[config.mk]
export PLATFORM = sky130hd
export DESIGN_NAME = player_projectile
export DESIGN_NICKNAME = d
export VERILOG_FILES = /design/src/rtl/player_projectile.sv
export SDC_FILE = /design/constraint.sdc
export NUM_CORES = 1
export LEC_CHECK = 0
export ABC_AREA = 1
export BUFFER_PORTS_ARGS = -buffer_cell sky130_fd_sc_hd__buf_4
export CORE_ASPECT_RATIO = 2
export CORE_MARGIN = 2
export CORE_UTILIZATION = 40
export CTS_CLUSTER_DIAMETER = 40
export DETAILED_ROUTE_END_ITERATION = 10
export PLACE_DENSITY = 0.7
export SLEW_MARGIN = 10
export SYNTH_ARGS = -nofsm -noshare
export SYNTH_HDL_FRONTEND = slang
export SYNTH_SLANG_ARGS = --single-unit
export TNS_END_PERCENT = 100
[constraint.sdc]
create_clock -name clk -period 1.9 [get_ports clk]
set_clock_uncertainty 0.2 [all_clocks]
set_input_delay 0.095 -clock clk [delete_from_list [all_inputs] [get_ports clk]]
set_output_delay 0.095 -clock clk [all_outputs]
set_load 0.02 [all_outputs]
[src/rtl/player_projectile.sv]
// rtl/player_projectile.sv - single player projectile: launch on fire edge, fly up per frame, cooldown before re-fire.
module player_projectile #(
  parameter int PROJECTILE_WIDTH  = 16,
  parameter int PROJECTILE_HEIGHT = 32,
  parameter int PLAYER_WIDTH      = 64,
  parameter int PLAYER_YPOS       = 700,
  parameter int SCREEN_WIDTH      = 1024,
  parameter int SPEED             = 8,
  parameter int COOLDOWN_FRAMES   = 4
) (
  input  logic        clk,
  input  logic        rst,
  input  logic        frame_tick,
  input  logic        fire,
  input  logic [11:0] player_xpos,
  input  logic        bullet_hit,
  output logic [11:0] projectile_xpos,
  output logic [11:0] projectile_ypos,
  output logic        bullet_active,
  output logic        shot_fired
);

  localparam logic [12:0] X_OFFSET   = 13'((PLAYER_WIDTH - PROJECTILE_WIDTH) / 2);
  localparam logic [12:0] X_MAX      = 13'(SCREEN_WIDTH - PROJECTILE_WIDTH);
  localparam logic [11:0] Y_LAUNCH   = 12'(PLAYER_YPOS - PROJECTILE_HEIGHT);
  localparam logic [11:0] SPEED_L    = 12'(SPEED);
  localparam logic [7:0]  COOLDOWN_L = 8'(COOLDOWN_FRAMES);

  typedef enum logic [1:0] {
    IDLE     = 2'd0,
    FLYING   = 2'd1,
    COOLDOWN = 2'd2
  } state_t;

  state_t      state_q, state_d;
  logic        fire_prev_q;
  logic [11:0] xpos_q, xpos_d;
  logic [11:0] ypos_q, ypos_d;
  logic [7:0]  cnt_q, cnt_d;
  logic        active_q;
  logic        shot_q, shot_d;

  logic        fire_rise;
  logic [12:0] x_sum;
  logic [11:0] x_launch;

  assign fire_rise = fire & ~fire_prev_q;
  assign x_sum     = {1'b0, player_xpos} + X_OFFSET;
  // Sum is kept 13 bits wide so a right-edge player cannot wrap before the clamp.
  assign x_launch  = (x_sum > X_MAX) ? X_MAX[11:0] : x_sum[11:0];

  always_comb begin
    state_d = state_q;
    xpos_d  = xpos_q;
    ypos_d  = ypos_q;
    cnt_d   = cnt_q;
    shot_d  = 1'b0;
    unique case (state_q)
      IDLE: begin
        if (fire_rise) begin
          state_d = FLYING;
          xpos_d  = x_launch;
          ypos_d  = Y_LAUNCH;
          shot_d  = 1'b1;
        end
      end
      FLYING: begin
        if (bullet_hit) begin
          state_d = COOLDOWN;
          cnt_d   = COOLDOWN_L;
        end else if (frame_tick) begin
          if (ypos_q >= SPEED_L) begin
            ypos_d = ypos_q - SPEED_L;
          end else begin
            state_d = COOLDOWN;
            cnt_d   = COOLDOWN_L;
          end
        end
      end
      COOLDOWN: begin
        if (frame_tick) begin
          if (cnt_q <= 8'd1) begin
            state_d = IDLE;
            cnt_d   = 8'd0;
          end else begin
            cnt_d = cnt_q - 8'd1;
          end
        end
      end
      default: begin
        state_d = IDLE;
        cnt_d   = 8'd0;
      end
    endcase
  end

  always_ff @(posedge clk) begin
    if (rst) begin
      state_q     <= IDLE;
      fire_prev_q <= 1'b1;
      xpos_q      <= 12'd0;
      ypos_q      <= 12'd0;
      cnt_q       <= 8'd0;
      active_q    <= 1'b0;
      shot_q      <= 1'b0;
    end else begin
      state_q     <= state_d;
      fire_prev_q <= fire;
      xpos_q      <= xpos_d;
      ypos_q      <= ypos_d;
      cnt_q       <= cnt_d;
      active_q    <= (state_d == FLYING);
      shot_q      <= shot_d;
    end
  end

  assign projectile_xpos = xpos_q;
  assign projectile_ypos = ypos_q;
  assign bullet_active   = active_q;
  assign shot_fired      = shot_q;

endmodule

==> impl_metrics.py, run 1 <==
metrics = {
    "power": {
        "power_w": 0.00205,
        "leakagePower_nw": 1.28,
        "ir_worst_vdd_uv": 493,
        "p_per_area_nw_per_um2": 747,
    },
    "clocking": {
        "clkLatencyLatePin_ps": 290,
        "clock-root-buffer": "clkbuf_8",
        "cts_sinks": 35,
        "clkTransAtPathRegs_ps": 80,
        "cts_made_buffers": 5,
        "clockBufferDepth": 2,
        "cts_tree": "yes",
        "cts-htree-levels": 2,
    },
    "synth": {
        "synthSimpleGateAreaFrac": 0.337,
        "ys_seq_area_frac": 0.326,
        "netlist_area_um2": 2150,
        "ys_async_sr_fraction": 0,
        "synth_area_per_cell_um2": 6.81,
        "synth_xor_area_frac": 0.0326,
        "synth_top_family_by_area": "simple AND/OR/NAND/NOR gates",
        "ys_ff_latch": 35,
        "syn_inst": 316,
        "ys_warn_count": 0,
        "synth_fa_ha_area_frac": 0.0465,
        "synth_cell_types": 41,
        "synth-edff-count": 0,
        "synth_compound_area_frac": 0.141,
        "ys.flop_type": "dfxtp_1",
        "synthMuxAreaShare": 0,
    },
    "die": {
        "die_x_um": 55.9,
        "core_um2": 5180,
        "io_pins": 43,
        "dieHeight_um": 108,
        "rows": 37,
        "die-area_um2": 6020,
        "start_util": 0.415,
    },
    "sta": {
        "final.setup.tns_ps": 0,
        "setup_viol": 0,
        "fin_crit_sh": 0.953,
        "min_period_ps": 1810,
        "hold_ws_ps": 16.1,
        "finalHoldViolCount": 0,
        "max_freq_mhz": 552,
        "slew_viol_final": 0,
        "rsz0062_at_grt": "no",
    },
    "global_routing": {
        "grtUsageTotal": 0.187,
        "grt_pass1_wl_um": 9030,
        "grt_overflow": 0,
        "first_global_vias": 2211,
        "grt_antenna_before_repair": 0,
        "grt_max_degree": 22,
    },
    "setup_path": {
        "reg2reg_slack_ps": 90,
        "critical_path_required_ps": 1880,
        "rr_endpoint": "cnt_q[7]",
        "crit_type": "reg2reg",
        "end_kind": "flop",
        "crit_arrival_ps": 1790,
        "start_kind": "flop",
        "worstReg2RegStart": "state_q[0]",
        "reg2reg_depth": 9,
        "path_max_fanout": 5,
    },
    "layout": {
        "post_route_cells_drive_above_1_share": 0.257,
        "final_nets": 398,
        "diodes": 0,
        "area_delta_synth_final_pct": 27.9,
    },
    "detailed_routing": {
        "dr.pass1.iters": 4,
        "wire_per_inst_um": 12.3,
        "drc": 0,
        "wl_um": 5300,
        "drt_iter0_drc": 51,
        "ant_nets": 0,
        "num_vias": 2147,
        "viasPerCell": 4.97,
    },
    "flow_run": {
        "max_cap_viol_count": 0,
    },
    "worst_hold_path": {
        "hold_depth": 5,
        "min_from": "player_xpos[11]",
        "min_path_type": "in2reg",
        "holdPathEnd": "projectile_xpos[8]",
    },
    "place": {
        "port_buffers": 40,
        "routabilityCongestion": 0.914,
        "dp_hpwl_um": 4090,
    },
    "outcome": {
        "status": "finished clean",
    },
}
[synth_stat cells (all sizes together) (3+ instances only)]
master	number	area, um2
a21oi	19	114
a31oi	3	18.8
buf	5	35.0
clkbuf	3	11.3
dfxtp	35	701
ha	8	100
inv	52	198
nand2	66	270
nand3	36	198
nand4	6	43.8
nor2	38	168
nor3	4	20.0
o21ai	16	80.1
o21bai	6	48.8
or2	3	18.8
xnor2	3	26.3
xor2	5	43.8
[worst max-delay path, cell delays in order (launching register included)]
cell	delay, ps
dfxtp_2	360
inv_1	90
ha_2	220
inv_1	80
nor2_1	50
a31oi_2	230
buf_4	160
nand3_2	130
nand2_1	120
a21oi_2	50
[area by class of cell]
cell class / count / area [um2]
clock inverter: 3 / 20.0
multi-input combinational: 222 / 1250
clock buffer: 5 / 68.8
tap: 58 / 72.6
fill: 526 / 2430
inverter: 53 / 205
sequential: 35 / 702
timing repair buffer: 56 / 435
[metrics by stage]
stage / util / cell area [um2] / instances / setup WS [ps]
4_1_cts: 0.520 / 2700 / 429 / 31.1
3_5_place_dp: 0.490 / 2540 / 415 / -14.9
5_1_grt: 0.531 / 2750 / 432 / 2.51
3_3_place_gp: 0.490 / 2540 / 415 / 34.1
2_1_floorplan: - / 2150 / 317 / 176
6_report: 0.531 / 2750 / 432 / 88.9
[how the worst max path moves through the flow]
stage	start	endpoint	slack [ps]	cells after the start
4_1_cts	state_q[0]	cnt_q[1]	30	10
6_report	state_q[0]	cnt_q[7]	90	9
2_1_floorplan	state_q[0]	cnt_q[1]	180	10
3_5_place_dp	state_q[0]	cnt_q[1]	-10	10
5_1_grt	state_q[1]	projectile_ypos[8]	3	10
3_3_place_gp	state_q[0]	cnt_q[1]	30	10
[logic make-up after synthesis]
family / Yosys count
flip-flops: 35
adder cells (fa/ha/maj): 8
AND/OR/NAND/NOR: 154
other: 1
XOR/XNOR: 8
buffers and inverters: 61
AO/OA/AOI/OAI: 49
[placed cells by master (no fill, tap or decap), types with 3 or more instances in the layout]
cell / instances
ha_2: 3
o21ai_0: 9
o21ai_1: 6
nor2_1: 32
ha_1: 5
inv_1: 47
a21oi_2: 5
inv_2: 4
o21bai_1: 5
nand4_1: 5
clkinvlp_4: 3
dfxtp_1: 34
nor2_2: 4
a21oi_1: 14
nor3_1: 4
xnor2_1: 3
nand2_2: 5
nand2_1: 59
clkbuf_8: 5
dlygate4sd3_1: 6
buf_4: 50
xor2_1: 5
nand3_1: 34
[metal layers]
| metal | vias up | global-route usage | routed length, um |
|---|---|---|---|
| met4 | 0 | 0.111 | 227 |
| li1 | 1118 | - | - |
| met1 | 949 | 0.170 | 1930 |
| met3 | 22 | 0.0264 | 176 |
| met2 | 58 | 0.374 | 2970 |
| met5 | - | 0 | 0 |
[sequential cells by signal, indices dropped and copies added (netlist names)]
register / count
bullet_active: 1
cnt_q: 8
fire_prev_q: 1
projectile_xpos: 12
projectile_ypos: 10
shot_fired: 1
state_q: 2
[timing repair]
action / CTS / global route
setup buffers: 0 / 2
resized for setup: 1 / 8
endpoints found under the setup margin: 7 / 23
hold endpoints to repair: 18 / 0
gates cloned: 0 / 1
hold buffers: 6 / 0
pin swaps: 0 / 1
[power by group]
part	total (W)	switching [W]	internal, W
clock	0.000544	0.000289	0.000255
combinational	0.000691	0.000421	0.000270
sequential	0.000820	0.0000421	0.000778
total	0.00205	0.000751	0.00130
(Power assumes the default switching activity.)
==> run 2, diff against run 1 <==
--- a/config.mk
+++ b/config.mk
@@ -12,7 +12,6 @@
 export CORE_UTILIZATION = 40
 export CTS_CLUSTER_DIAMETER = 40
 export DETAILED_ROUTE_END_ITERATION = 10
-export PLACE_DENSITY = 0.7
 export SLEW_MARGIN = 10
 export SYNTH_ARGS = -nofsm -noshare
 export SYNTH_HDL_FRONTEND = slang
==> run 2 against run 1 <==
Effect of this change:
- the run now ends with hold timing left
- total power fell by 1.2%
- maximum frequency rose by 1.2%
- worst setup slack improved by 21 ps
- count of clock-buffer cells in the layout rose by 2
- sequential share of layout area rose by 0.11 points
- core utilization fell by 0.31 points
- design area fell by 0.59%
- critical endpoint unchanged
- combinational power barely moved
- worst hold slack got worse by 21 ps
- cell count did not move
==> impl_metrics.py, run 2 (same netlist as run 1, synthesis figures left out) <==
metrics = {
    "sta": {
        "hold_ws_ps": -5.41,
        "fin_crit_sh": 0.942,
        "finalHoldViolCount": 1,
        "setup_viol": 0,
        "slew_viol_final": 0,
        "rsz0062_at_grt": "yes",
        "max_freq_mhz": 559,
        "min_period_ps": 1790,
        "setup_slack_ps": 110,
    },
    "setup_path": {
        "reg2reg_slack_ps": 110,
        "end_kind": "flop",
        "crit_type": "reg2reg",
        "worstReg2RegStart": "state_q[0]",
        "path_max_fanout": 5,
        "crit_arrival_ps": 1760,
        "reg2reg_depth": 9,
        "rr_endpoint": "cnt_q[7]",
        "start_kind": "flop",
        "critical_path_required_ps": 1870,
    },
    "power": {
        "leakagePower_nw": 1.29,
        "intPower_w": 0.00131,
        "power_w": 0.00203,
        "combPwrFrac": 0.341,
        "swShare": 0.356,
        "switchingPower_w": 0.000723,
        "p_seq_frac": 0.404,
        "clkPwrFrac": 0.256,
        "ir_worst_vdd_uv": 591,
        "p_per_area_nw_per_um2": 742,
    },
    "layout": {
        "mostFrequentLayoutCells": "59 x nand2_1, 51 x buf_4, 47 x inv_1",
        "final_common_cell": "nand2_1",
        "area_delta_synth_final_pct": 27.2,
        "final_nets": 398,
        "regArea_um2": 701,
        "fill_cells": 536,
        "diodes": 0,
        "post_route_cells_drive_above_1_share": 0.246,
        "multi_input_area_um2": 1240,
        "largest_reg_flops": 12,
    },
    "die": {
        "rows": 37,
        "start_util": 0.415,
        "core_um2": 5180,
        "dieHeight_um": 108,
        "die-area_um2": 6020,
        "die_x_um": 55.9,
        "io_pins": 43,
    },
    "outcome": {
        "status": "complete, but fails checks",
        "violations": "hold timing",
    },
    "clocking": {
        "clkLatencyLatePin_ps": 290,
        "cts_sinks": 35,
        "cts_made_buffers": 5,
        "clockBufferDepth": 2,
        "cts-htree-levels": 2,
        "cts_tree": "yes",
        "clock-root-buffer": "clkbuf_8",
        "clkTransAtPathRegs_ps": 70,
    },
    "global_routing": {
        "grt_max_degree": 22,
        "first_global_vias": 2166,
        "grt_pass1_wl_um": 9140,
        "grt_antenna_before_repair": 0,
        "grtUsageTotal": 0.189,
        "grt_overflow": 0,
    },
    "detailed_routing": {
        "drt_iter0_drc": 54,
        "wire_per_inst_um": 12.7,
        "ant_nets": 0,
        "num_vias": 2150,
        "wl_um": 5470,
        "drc": 0,
        "viasPerCell": 4.98,
        "dr.pass1.iters": 4,
    },
    "place": {
        "port_buffers": 40,
        "routabilityCongestion": 0.888,
        "dp_hpwl_um": 4340,
        "dp_slack_ps": 7.43,
    },
    "worst_hold_path": {
        "min_path_type": "in2reg",
        "min_from": "player_xpos[0]",
        "holdPathEnd": "projectile_xpos[0]",
        "hold_depth": 5,
    },
    "flow_run": {
        "max_cap_viol_count": 0,
    },
}
run 2: changes by cell type in the layout (fill, tap and decap cells not counted), sizes merged:
cell	before	now
buf	50	51
clkbuf	5	7
clkinvlp	3	1
dlygate4sd3	6	5
run 2: worst max-delay path by stage:
stage                           from                  to  slack (ps)  cells after the start
after floorplan           state_q[0]            cnt_q[1]         180                     10
after global placement    state_q[0]            cnt_q[1]          30                     10
after detailed placement  state_q[0]            cnt_q[0]           7                      9
after CTS                 state_q[0]            cnt_q[0]          50                      9
after global routing      state_q[0]  projectile_ypos[4]         -10                      9
final                     state_q[0]            cnt_q[7]         110                      9
run 2: area by class of cell:
| cell class | count | share of cell area |
|---|---|---|
| Clock buffer | 7 | 0.0279 |
| Clock inverter | 1 | 0.00183 |
| Inverter | 53 | 0.0750 |
| Multi-Input combinational cell | 222 | 0.454 |
| Sequential cell | 35 | 0.256 |
| Tap cell | 58 | 0.0265 |
| Timing Repair Buffer | 56 | 0.158 |
run 2: power groups by stage:
stage | clock network (W) | registers [W] | logic, W
6_report | 0.000519 | 0.000820 | 0.000691
5_1_grt | 0.000561 | 0.000827 | 0.000776
4_1_cts | 0.000531 | 0.000821 | 0.000683
3_5_place_dp | 0 | 0.000838 | 0.000671
3_3_place_gp | 0 | 0.000838 | 0.000672
2_1_floorplan | 0 | 0.000871 | 0.000431
run 2: layer usage:
| metal | global-route usage | vias up | wire length [um] |
|---|---|---|---|
| met5 | 0 | - | 0 |
| met4 | 0.0697 | 0 | 123 |
| met3 | 0.0264 | 12 | 156 |
| met2 | 0.400 | 40 | 3270 |
| met1 | 0.172 | 973 | 1920 |
| li1 | - | 1125 | - |
run 2: critical path, cell delays in order, from the launching register on:
cell and delay [ps]:
dfxtp_1 370, inv_1 100, ha_2 230, inv_1 90, nor2_1 50, a31oi_2 220
buf_4 160, nand3_2 110, nand2_1 100, a21oi_2 50
run 2: stage by stage:
stage	instance area (um2)	util	hold WS (ps)	TNS, ps	instances
3_3_place_gp	2560	0.493	92.7	0	417
6_report	2740	0.528	-5.41	0	432
4_1_cts	2690	0.520	4.07	0	430
3_5_place_dp	2560	0.493	91.8	0	417
5_1_grt	2740	0.528	38.9	-22.7	432
2_1_floorplan	2150	-	-12.4	0	317
run 2: timing repair:
item / in CTS / in global routing
pin swaps: 0 / 1
endpoints found under the hold margin: 18 / 0
gates resized for setup: 1 / 6
buffers inserted: 0 / 1
setup endpoints to repair: 1 / 23
hold buffers: 5 / 0
gates cloned: 0 / 1
